==> src/rtl/alu_op_sequencer_pkg.sv <==
// alu_seq_pkg: shared definitions for the phase-1 datapath control sequencer.
//   - opcode constants for the supported instruction set
//   - FSM state and instruction-class enumerations
//   - IR field bit positions
//   - field_ok(): register-field range check against the configured register count
package alu_seq_pkg;

   localparam int IR_W   = 32;
   localparam int FLD_W  = 4;
   localparam int OPC_LSB = 27;
   localparam int RA_LSB  = 23;
   localparam int RB_LSB  = 19;
   localparam int RC_LSB  = 15;

   localparam logic [4:0] OP_ADD = 5'd3;
   localparam logic [4:0] OP_SUB = 5'd4;
   localparam logic [4:0] OP_AND = 5'd5;
   localparam logic [4:0] OP_OR  = 5'd6;
   localparam logic [4:0] OP_MUL = 5'd15;
   localparam logic [4:0] OP_DIV = 5'd16;
   localparam logic [4:0] OP_NEG = 5'd17;
   localparam logic [4:0] OP_NOT = 5'd18;

   typedef enum logic [3:0] {
      S_IDLE, S_T0, S_T1, S_T1W, S_T2, S_T3, S_T4, S_T5, S_T6, S_DONE
   } state_e;

   typedef enum logic [1:0] {
      CLS_BIN, CLS_UNA, CLS_MULDIV, CLS_ILL
   } class_e;

   function automatic logic field_ok(input logic [FLD_W-1:0] f, input int unsigned nregs);
      return ({{(32-FLD_W){1'b0}}, f} < nregs);
   endfunction

endpackage

==> src/rtl/alu_op_sequencer_ir_decoder.sv <==
// ir_decoder: combinational instruction classifier.
//   ir_i       : IR contents
//   cls_o      : instruction class (binary / unary / muldiv / illegal)
//   ra_o/rb_o/rc_o : register fields
//   illegal_o  : unknown opcode, or a used register field >= NUM_REGS
module ir_decoder
   import alu_seq_pkg::*;
#(
   parameter int NUM_REGS = 16
) (
   input  logic [IR_W-1:0]  ir_i,
   output class_e           cls_o,
   output logic [FLD_W-1:0] ra_o,
   output logic [FLD_W-1:0] rb_o,
   output logic [FLD_W-1:0] rc_o,
   output logic             illegal_o
);

   logic [4:0] opc;
   logic       unused_low_bits;

   assign opc = ir_i[OPC_LSB +: 5];
   assign ra_o = ir_i[RA_LSB +: FLD_W];
   assign rb_o = ir_i[RB_LSB +: FLD_W];
   assign rc_o = ir_i[RC_LSB +: FLD_W];
   // Immediate/low bits carry nothing for this instruction set.
   assign unused_low_bits = ^ir_i[RC_LSB-1:0];

   always_comb begin
      cls_o = CLS_ILL;
      case (opc)
         OP_ADD, OP_SUB, OP_AND, OP_OR: begin
            if (field_ok(ra_o, NUM_REGS) && field_ok(rb_o, NUM_REGS) && field_ok(rc_o, NUM_REGS))
               cls_o = CLS_BIN;
         end
         OP_MUL, OP_DIV: begin
            if (field_ok(ra_o, NUM_REGS) && field_ok(rb_o, NUM_REGS))
               cls_o = CLS_MULDIV;
         end
         OP_NEG, OP_NOT: begin
            if (field_ok(ra_o, NUM_REGS) && field_ok(rb_o, NUM_REGS))
               cls_o = CLS_UNA;
         end
         default: cls_o = CLS_ILL;
      endcase
   end

   assign illegal_o = (cls_o == CLS_ILL);

endmodule

==> src/rtl/alu_op_sequencer.sv <==
// alu_op_sequencer: per-instruction control FSM for the phase-1 datapath.
// Runs fetch (T0..T2, with T1W stalling on mem_rdy), then an execute sequence
// selected by opcode class, and drives the datapath strobes as registered
// Moore outputs.
//   clock, clear      : clock and synchronous active-low reset
//   start             : begin one instruction (honoured only in IDLE)
//   mem_rdy           : memory data valid during fetch
//   ir                : current IR contents, decoded at the T2->T3 edge
//   pc_*/mar_in/read/mdr_*/ir_in/y_in/z*/lo_in/hi_in : datapath strobes
//   reg_in, reg_out   : one-hot register enables
//   alu_op            : opcode to the ALU, non-zero only alongside zlo_in in execute
//   busy, done, illegal : status
module alu_op_sequencer
   import alu_seq_pkg::*;
#(
   parameter int NUM_REGS = 16,
   parameter int OPC_W    = 5
) (
   input  logic                clock,
   input  logic                clear,
   input  logic                start,
   input  logic                mem_rdy,
   input  logic [IR_W-1:0]     ir,
   output logic                pc_out,
   output logic                pc_in,
   output logic                inc_pc,
   output logic                mar_in,
   output logic                read,
   output logic                mdr_in,
   output logic                mdr_out,
   output logic                ir_in,
   output logic                y_in,
   output logic                zlo_in,
   output logic                zhi_in,
   output logic                zlo_out,
   output logic                zhi_out,
   output logic                lo_in,
   output logic                hi_in,
   output logic [NUM_REGS-1:0] reg_in,
   output logic [NUM_REGS-1:0] reg_out,
   output logic [OPC_W-1:0]    alu_op,
   output logic                busy,
   output logic                done,
   output logic                illegal
);

   typedef struct packed {
      logic                pc_out, pc_in, inc_pc, mar_in, read, mdr_in, mdr_out, ir_in, y_in;
      logic                zlo_in, zhi_in, zlo_out, zhi_out, lo_in, hi_in;
      logic [NUM_REGS-1:0] reg_in, reg_out;
      logic [OPC_W-1:0]    alu_op;
      logic                busy, done, illegal;
   } outs_t;

   localparam logic [NUM_REGS-1:0] ONE_HOT0 = {{(NUM_REGS-1){1'b0}}, 1'b1};

   state_e           state_q, state_d;
   outs_t            outs_q, outs_d;
   class_e           cls_q, cls_n, dec_cls;
   logic             ill_q, ill_n, dec_ill;
   logic [FLD_W-1:0] ra_q, rb_q, rc_q, ra_n, rb_n, rc_n;
   logic [FLD_W-1:0] dec_ra, dec_rb, dec_rc;
   logic [OPC_W-1:0] opc_q, opc_n;

   ir_decoder #(.NUM_REGS(NUM_REGS)) u_dec (
      .ir_i      (ir),
      .cls_o     (dec_cls),
      .ra_o      (dec_ra),
      .rb_o      (dec_rb),
      .rc_o      (dec_rc),
      .illegal_o (dec_ill)
   );

   // The T3 outputs are built while still in T2, so they must see the
   // decoder directly; from T3 on the latched copy is used.
   always_comb begin
      if (state_q == S_T2) begin
         cls_n = dec_cls;
         ill_n = dec_ill;
         ra_n  = dec_ra;
         rb_n  = dec_rb;
         rc_n  = dec_rc;
         opc_n = ir[IR_W-1 -: OPC_W];
      end else begin
         cls_n = cls_q;
         ill_n = ill_q;
         ra_n  = ra_q;
         rb_n  = rb_q;
         rc_n  = rc_q;
         opc_n = opc_q;
      end
   end

   always_comb begin
      state_d = state_q;
      case (state_q)
         S_IDLE:       if (start) state_d = S_T0;
         S_T0:         state_d = S_T1;
         S_T1, S_T1W:  state_d = mem_rdy ? S_T2 : S_T1W;
         S_T2:         state_d = S_T3;
         S_T3:         state_d = ill_q ? S_DONE : S_T4;
         S_T4:         state_d = (cls_q == CLS_UNA) ? S_DONE : S_T5;
         S_T5:         state_d = (cls_q == CLS_BIN) ? S_DONE : S_T6;
         S_T6:         state_d = S_DONE;
         S_DONE:       state_d = S_IDLE;
         default:      state_d = S_IDLE;
      endcase
   end

   // Output decode of the next state, registered with it.
   always_comb begin
      outs_d      = '0;
      outs_d.busy = (state_d != S_IDLE);
      case (state_d)
         S_T0: begin
            outs_d.pc_out = 1'b1;
            outs_d.mar_in = 1'b1;
            outs_d.inc_pc = 1'b1;
            outs_d.zlo_in = 1'b1;
         end
         S_T1: begin
            outs_d.zlo_out = 1'b1;
            outs_d.pc_in   = 1'b1;
            outs_d.read    = 1'b1;
            outs_d.mdr_in  = 1'b1;
         end
         S_T1W: begin
            outs_d.read   = 1'b1;
            outs_d.mdr_in = 1'b1;
         end
         S_T2: begin
            outs_d.mdr_out = 1'b1;
            outs_d.ir_in   = 1'b1;
         end
         S_T3: begin
            if (ill_n) begin
               outs_d.illegal = 1'b1;
            end else begin
               case (cls_n)
                  CLS_BIN: begin
                     outs_d.reg_out = ONE_HOT0 << rb_n;
                     outs_d.y_in    = 1'b1;
                  end
                  CLS_UNA: begin
                     outs_d.reg_out = ONE_HOT0 << rb_n;
                     outs_d.zlo_in  = 1'b1;
                     outs_d.alu_op  = opc_n;
                  end
                  default: begin
                     outs_d.reg_out = ONE_HOT0 << ra_n;
                     outs_d.y_in    = 1'b1;
                  end
               endcase
            end
         end
         S_T4: begin
            case (cls_n)
               CLS_BIN: begin
                  outs_d.reg_out = ONE_HOT0 << rc_n;
                  outs_d.zlo_in  = 1'b1;
                  outs_d.alu_op  = opc_n;
               end
               CLS_UNA: begin
                  outs_d.zlo_out = 1'b1;
                  outs_d.reg_in  = ONE_HOT0 << ra_n;
               end
               default: begin
                  outs_d.reg_out = ONE_HOT0 << rb_n;
                  outs_d.zlo_in  = 1'b1;
                  outs_d.zhi_in  = 1'b1;
                  outs_d.alu_op  = opc_n;
               end
            endcase
         end
         S_T5: begin
            outs_d.zlo_out = 1'b1;
            if (cls_n == CLS_BIN) outs_d.reg_in = ONE_HOT0 << ra_n;
            else                  outs_d.lo_in  = 1'b1;
         end
         S_T6: begin
            outs_d.zhi_out = 1'b1;
            outs_d.hi_in   = 1'b1;
         end
         S_DONE:  outs_d.done = 1'b1;
         default: outs_d = '0;
      endcase
   end

   always_ff @(posedge clock) begin
      if (!clear) begin
         state_q <= S_IDLE;
         outs_q  <= '0;
      end else begin
         state_q <= state_d;
         outs_q  <= outs_d;
         if (state_q == S_T2) begin
            cls_q <= dec_cls;
            ill_q <= dec_ill;
            ra_q  <= dec_ra;
            rb_q  <= dec_rb;
            rc_q  <= dec_rc;
            opc_q <= ir[IR_W-1 -: OPC_W];
         end
      end
   end

   assign pc_out  = outs_q.pc_out;
   assign pc_in   = outs_q.pc_in;
   assign inc_pc  = outs_q.inc_pc;
   assign mar_in  = outs_q.mar_in;
   assign read    = outs_q.read;
   assign mdr_in  = outs_q.mdr_in;
   assign mdr_out = outs_q.mdr_out;
   assign ir_in   = outs_q.ir_in;
   assign y_in    = outs_q.y_in;
   assign zlo_in  = outs_q.zlo_in;
   assign zhi_in  = outs_q.zhi_in;
   assign zlo_out = outs_q.zlo_out;
   assign zhi_out = outs_q.zhi_out;
   assign lo_in   = outs_q.lo_in;
   assign hi_in   = outs_q.hi_in;
   assign reg_in  = outs_q.reg_in;
   assign reg_out = outs_q.reg_out;
   assign alu_op  = outs_q.alu_op;
   assign busy    = outs_q.busy;
   assign done    = outs_q.done;
   assign illegal = outs_q.illegal;

endmodule

==> config.mk <==
export PLATFORM = sky130hd
export DESIGN_NAME = alu_op_sequencer
export DESIGN_NICKNAME = d
export VERILOG_FILES = /design/src/rtl/alu_op_sequencer_pkg.sv /design/src/rtl/alu_op_sequencer_ir_decoder.sv /design/src/rtl/alu_op_sequencer.sv
export SDC_FILE = /design/constraint.sdc
export NUM_CORES = 1
export LEC_CHECK = 0
export ABC_AREA = 1
export BUFFER_PORTS_ARGS = -buffer_cell sky130_fd_sc_hd__buf_2
export CAP_MARGIN = 30
export CORE_ASPECT_RATIO = 1.2
export CORE_MARGIN = 2
export CORE_UTILIZATION = 56
export CTS_BUF_LIST = sky130_fd_sc_hd__clkbuf_8
export CTS_CLUSTER_SIZE = 8
export DETAILED_ROUTE_END_ITERATION = 8
export PLACE_DENSITY = 0.83
export SYNTH_ARGS = -nofsm -noshare
export SYNTH_HDL_FRONTEND = slang
export SYNTH_SLANG_ARGS = --single-unit
==> constraint.sdc <==
create_clock -name clock -period 2.4 [get_ports clock]
set_clock_uncertainty 0.1 [all_clocks]
set_input_delay 0.48 -clock clock [delete_from_list [all_inputs] [get_ports clock]]
set_output_delay 0.48 -clock clock [all_outputs]
set_load 0.02 [all_outputs]
### Yosys cells after proc, flatten, opt, wreduce, memory -nomap -nowiden

Index checks and enable logic that the tools add are counted.

| storage, ports and cells | value |
|---|---|
| ROM bits | 0 |
| logic and storage cells | 113 |
| flip-flop bits (word level) | 78 |
| bits in writable memories | 0 |
| bits in latches | 0 |
| output and inout port bits | 55 |
| memories | 0 |

| cells by class | value |
|---|---|
| order comparisons | 0 |
| reduce and logical (&&, ||, !) cells | 17 |
| $mul | 0 |
| equal/unequal tests | 28 |
| $add $sub $neg | 0 |
| divide/modulo/power cells | 0 |
| shift operators | 3 |
| muxes and demuxes | 36 |
| bitwise operators | 2 |

Operators by type and width:

| operator | number |
|---|---|
| 21-bit case mux with 2 select lines | 2 |
| 16-bit 2-to-1 mux | 3 |
| 1-bit by 4-bit left shift with 16-bit output (first input constant) | 3 |
| 4-bit by 3-bit equality test with 1-bit output (second input constant) | 8 |
| 16-bit case mux with 2 select lines | 1 |
| 4-bit case mux with 8 select lines | 1 |
| 4-bit 2-to-1 mux | 6 |
| 21-bit 2-to-1 mux | 1 |
| 4-bit by 2-bit equality test with 1-bit output (second input constant) | 4 |
| 5-bit by 3-bit equality test with 1-bit output (second input constant) | 3 |
| 5-bit equality test (second input constant) | 3 |
| 4-bit equality test (second input constant) | 3 |
| 1-bit 2-to-1 mux | 12 |
| 2-bit OR reduction | 6 |
| 5-bit 2-to-1 mux | 2 |
| 9-bit OR reduction | 1 |
| 4-bit by 1-bit equality test with 1-bit output (second input constant) | 2 |
| 2-bit 2-to-1 mux | 4 |
| 2-bit AND reduction | 4 |
| 2-bit case mux with 3 select lines | 1 |
| 5-bit by 2-bit equality test with 1-bit output (second input constant) | 1 |
| 5-bit by 4-bit equality test with 1-bit output (second input constant) | 1 |
| 2-bit by 1-bit equality test with 1-bit output (second input constant) | 2 |
| 2-bit zero test | 2 |
| 9 further kinds | 10 |

### Logic depth before layout (Yosys ltp)

| logic depth | value |
|---|---|
| depth in word-level cells | 9 |
| gate-level depth with buffers | 14 |

### By module

From an unflattened synthesis, not the netlist that was laid out.

| unflattened totals | value |
|---|---|
| cells, all modules | 516 |
| area total of the unflattened synthesis | 3882.5 um^2 |

By module, submodules not included:

| module | seq. area each (um^2) | cells an instance | area an instance (um^2) | times used |
|---|---|---|---|---|
| alu_op_sequencer | 1681.6 | 483 | 3689.8 | 1 |
| ir_decoder | 0.0 | 33 | 192.7 | 1 |

### Worst setup path after synthesis

Ideal clock, no wire load.

| path | value |
|---|---|
| path type | input port to flip-flop |
| from | input port ir[27] |
| to | register outs_q (netlist bit reg_out[12]) |
| library setup time | 132 ps |
| stages | 11 |
| path buffers | 1 |
| arrival time | 1592 ps |
| slack | 576 ps |
| required time | 2168 ps |
| cells stage by stage | nand2_1 inv_1 nand2_1 nand3_1 nand3_1 nand2_1 inv_2 clkbuf_1 nand2_1 nand3_1 a21oi_1 |

| between the ends | value |
|---|---|
| longest elaborated chain between the ends | 9 |
| elaborated cells on any way between the ends | 22 |
| classes of those cells | eq/ne: 10; mux: 7; reduce/logical: 5 |

Ends and longest elaborated chain:

| element | RTL line | text |
|---|---|---|
| from (decl) | alu_op_sequencer.sv:23 | `input logic [IR_W-1:0] ir,` |
| 5-bit by 2-bit equality test with 1-bit output, or another cell as far along | alu_op_sequencer_ir_decoder.sv:31 | `case (opc)` |
| 4-bit OR reduction / 2-bit OR reduction (equally long branches) | alu_op_sequencer_ir_decoder.sv:31 |  |
| 2-bit case mux with 3 select lines * | alu_op_sequencer_ir_decoder.sv:31 |  |
| 2-bit 2-to-1 mux | alu_op_sequencer.sv:77 | `if (state_q == S_T2) begin` |
| 2-bit by 1-bit equality test with 1-bit output / 2-bit zero test (equally long branches) | alu_op_sequencer.sv:139, alu_op_sequencer.sv:157 |  |
| 2-bit OR reduction (no line) | - |  |
| 16-bit 2-to-1 mux | - |  |
| 21-bit 2-to-1 mux | alu_op_sequencer.sv:136 | `if (ill_n) begin` |
| 21-bit case mux with 2 select lines * | alu_op_sequencer.sv:114 | `case (state_d)` |
| to (signal assigned) | alu_op_sequencer.sv:195 | `outs_q <= outs_d;` |
| to (decl) | alu_op_sequencer.sv:58 | `outs_t outs_q, outs_d;` |

Mark *: on every way between the ends. The rest lies on a longest branch, timed or not.
A chain may end at the register's enable or synchronous reset.

### Worst setup path in the final report

| path | value |
|---|---|
| from | register state_q[2] |
| to | register outs_q (netlist bit reg_out[0]) |

| between the ends | value |
|---|---|
| longest elaborated chain between the ends | 7 |
| elaborated cells on any way between the ends | 29 |
| classes of those cells | eq/ne: 11; shift: 3; mux: 11; reduce/logical: 4 |

Ends and longest elaborated chain:

| element | RTL line | text |
|---|---|---|
| from (decl) | alu_op_sequencer.sv:57 | `state_e state_q, state_d;` |
| from (signal assigned) | alu_op_sequencer.sv:194 | `state_q <= state_d;` |
| 4-bit by 3-bit equality test with 1-bit output | alu_op_sequencer.sv:77, alu_op_sequencer.sv:96 |  |
| 2-bit 2-to-1 mux | alu_op_sequencer.sv:77 |  |
| 2-bit by 1-bit equality test with 1-bit output / 2-bit zero test (equally long branches) | alu_op_sequencer.sv:139, alu_op_sequencer.sv:157 |  |
| 2-bit OR reduction (no line) | - |  |
| 16-bit 2-to-1 mux | - |  |
| 21-bit 2-to-1 mux | alu_op_sequencer.sv:136 |  |
| 21-bit case mux with 2 select lines * | alu_op_sequencer.sv:114 |  |

Marks and branches as above.

==> flow_summary.ini <==
[power_and_ir_drop]
ir_worst_vdd_mv = 0.502
power.internal_mw = 2.04
powerDensity_nw_per_um2 = 690
leakagePower_nw = 2.14
p_sw_mw = 1.02
clockPowerShare_pct = 31.5
seqPwrFrac_pct = 45.4
power_mw = 3.06
pwr-share-comb_pct = 23.1
switching_share_pct = 33.3

[layout]
diodes = 0
final_cell_mix = 157 x nand2_1, 76 x nor2_1, 75 x buf_2, 72 x nand3_1, 54 x dfxtp_1
fillers = 611
areaGrowthSynthToFinish_pct = 15.6
drive_gt1_share_pct = 21.3
stdcell_area_um2 = 4430
final_nets = 646
final_common_cell = nand2_1

[logic_synthesis]
yosysSeqAreaShare_pct = 43.8
synthCells = 543
synth_nets = 579
synth_warnings = 0
syn_area_per_cell_um2 = 7.06
syn-cell-area_um2 = 3830
netlist.area_leader.share_pct = 28.2
synth_area_leader_cell = dfxtp_1
ys_seq_elements = 74
synth.distinct_cells = 29
synth.area.top_cells = dfxtp_1 28%, edfxtp_1 16%, nand2_1 15%

[placement]
portBuffers = 75
placed_cell_area_um2 = 4230
dp_hpwl_mm = 6.56
gp_congestion = 0.940

[clock_tree]
cts_tree = done
hold_buffers = 0
clk_path_buf_depth = 2
root_buffer = clkbuf_8
cts.sinks = 74
htree_levels = 3
cts_buffers = 9
clock_latency_ns = 0.36
path_clk_slew_ns = 0.08

[worst_setup_path]
regToRegEndpoint = reg_out[0]
cp.arrival_ns = 2.36
cp-end-kind = register
required_ns = 2.58
reg2reg_slack_ns = 0.22
crit_type = register to register
reg2reg_depth = 10
path_max_fanout = 35
critPathLaunchType = register
regToRegStartpoint = state_q[2]

[run_status]
run_status = finished, final reports clean

[grt]
track_usage_pct = 26.0
grt_pass1_wl_mm = 15.4
grt-ovfl-total = 0
grt_pass1_vias = 3526
antenna_found_initial = 0
grt_max_degree = 45

[route]
drtPass1Iterations = 5
vias = 3790
routedWlPerCell_um = 13.3
ant_nets = 0
drc = 0
wirelength_mm = 9.33
drt_iter0_markers = 278
via_per_inst = 5.40

[timing]
finalHoldViolCount = 0
fin_crit_sh_pct = 90.7
fin_crit_ns = 2.18
slew_headroom_pct = 62.3
worst_pin_slew_ns = 0.560
setup_tns_ns = 0
fmax_ghz = 0.459
drv_slew = 0
finalSetupViolations = 0

[job]
maxCapViolCount = 0

[floorplan]
fp.dieH_um = 94.7
pin_count = 91
initial_core_util_pct = 57.0
fp.dieArea_um2 = 7530
coreArea_um2 = 6730
fp-row-count = 33
dieWidth_um = 79.5

[worst_hold_path]
hold_path_startpoint = start
hp-class = primary input to register
hold_end = inc_pc
hold_depth = 3
power by group through the flow:
stage	combinational (mW)	clock, mW	sequential [mW]
finish	0.707	0.963	1.39
global route	0.783	1.03	1.39
CTS	0.691	0.969	1.39
detailed placement	0.687	0	1.41
global placement	0.665	0	1.41
floorplan	0.499	0	1.43
per-stage QoR:
stage / hold WS (ns) / std cells / worst slack (ns) / utilization, %
after floorplan: 0.472 / 543 / 0.576 / -
after global placement: 0.484 / 686 / 0.292 / 62.8
after detailed placement: 0.497 / 686 / 0.193 / 62.8
after CTS: 0.300 / 702 / 0.152 / 65.7
after global routing: 0.314 / 702 / -0.00240 / 65.8
final: 0.303 / 702 / 0.224 / 65.8
layout make-up:
class / count / area, um^2 / area share [%]
tap: 87 / 109 / 2.46
clock buffer: 9 / 124 / 2.80
clock inverter: 7 / 70.1 / 1.58
inverter: 45 / 169 / 3.81
sequential: 74 / 1680 / 37.9
timing repair buffer: 87 / 478 / 10.8
multi-input combinational: 393 / 1800 / 40.6
registers in the layout (all words and copies together), names as in the netlist, 2 cells and up:
register	flops
rc_q	4
reg_in	16
ra_q	4
cls_q	2
opc_q	5
rb_q	4
reg_out	16
alu_op	5
state_q	4
Yosys cell counts (all sizes together):
master	n
nor2	82
nor4	3
inv	42
clkbuf	9
nor3b	1
nand2	162
clkinv	3
edfxtp	20
nor3	6
nand3b	2
a21oi	17
a211oi	1
nand4	20
a31oi	1
dfxtp	54
o21ai	21
nand3	72
buf	22
or2	5
cells by family after synthesis:
kind of cell           Yosys count  share of synthesized area [%]
and+or+nand+nor                353                           40.3
DFF                             74                           43.9
buffers and inverters           76                           9.43
AOI/OAI and AO/OA               40                           6.39
routing by layer:
layer,GRT usage [%],vias to the layer above,wire length [um]
met5,0,-,0
met4,14.7,0,225
met3,3.82,27,672
met2,45.9,168,4610
met1,29.9,1709,3830
li1,-,1886,-
worst max path at each step:
stage,slack (ns),start,to,depth (start not counted)
after floorplan,0.58,ir[27],reg_out[12],11
after global routing,-0.002,state_q[2],reg_out[9],10
after detailed placement,0.19,state_q[2],reg_out[9],10
after CTS,0.15,state_q[2],reg_out[2],10
final,0.22,state_q[2],reg_out[0],10
after global placement,0.29,state_q[2],reg_out[10],10
critical path, stage by stage, from the launching register on:
cell	delay, ns
dfxtp_1	0.40
inv_2	0.07
nor2_4	0.22
nand2_8	0.21
o21ai_1	0.38
nand3_1	0.14
nor2_1	0.20
nand2_1	0.07
nand2_1	0.07
nand2_1	0.04
a21oi_1	0.18
what timing repair did:
action | in CTS | in global routing
setup buffers | 0 | 0
setup endpoints to repair | 0 | 13
gates resized for setup | 0 | 2
(Power assumes the default switching activity.)
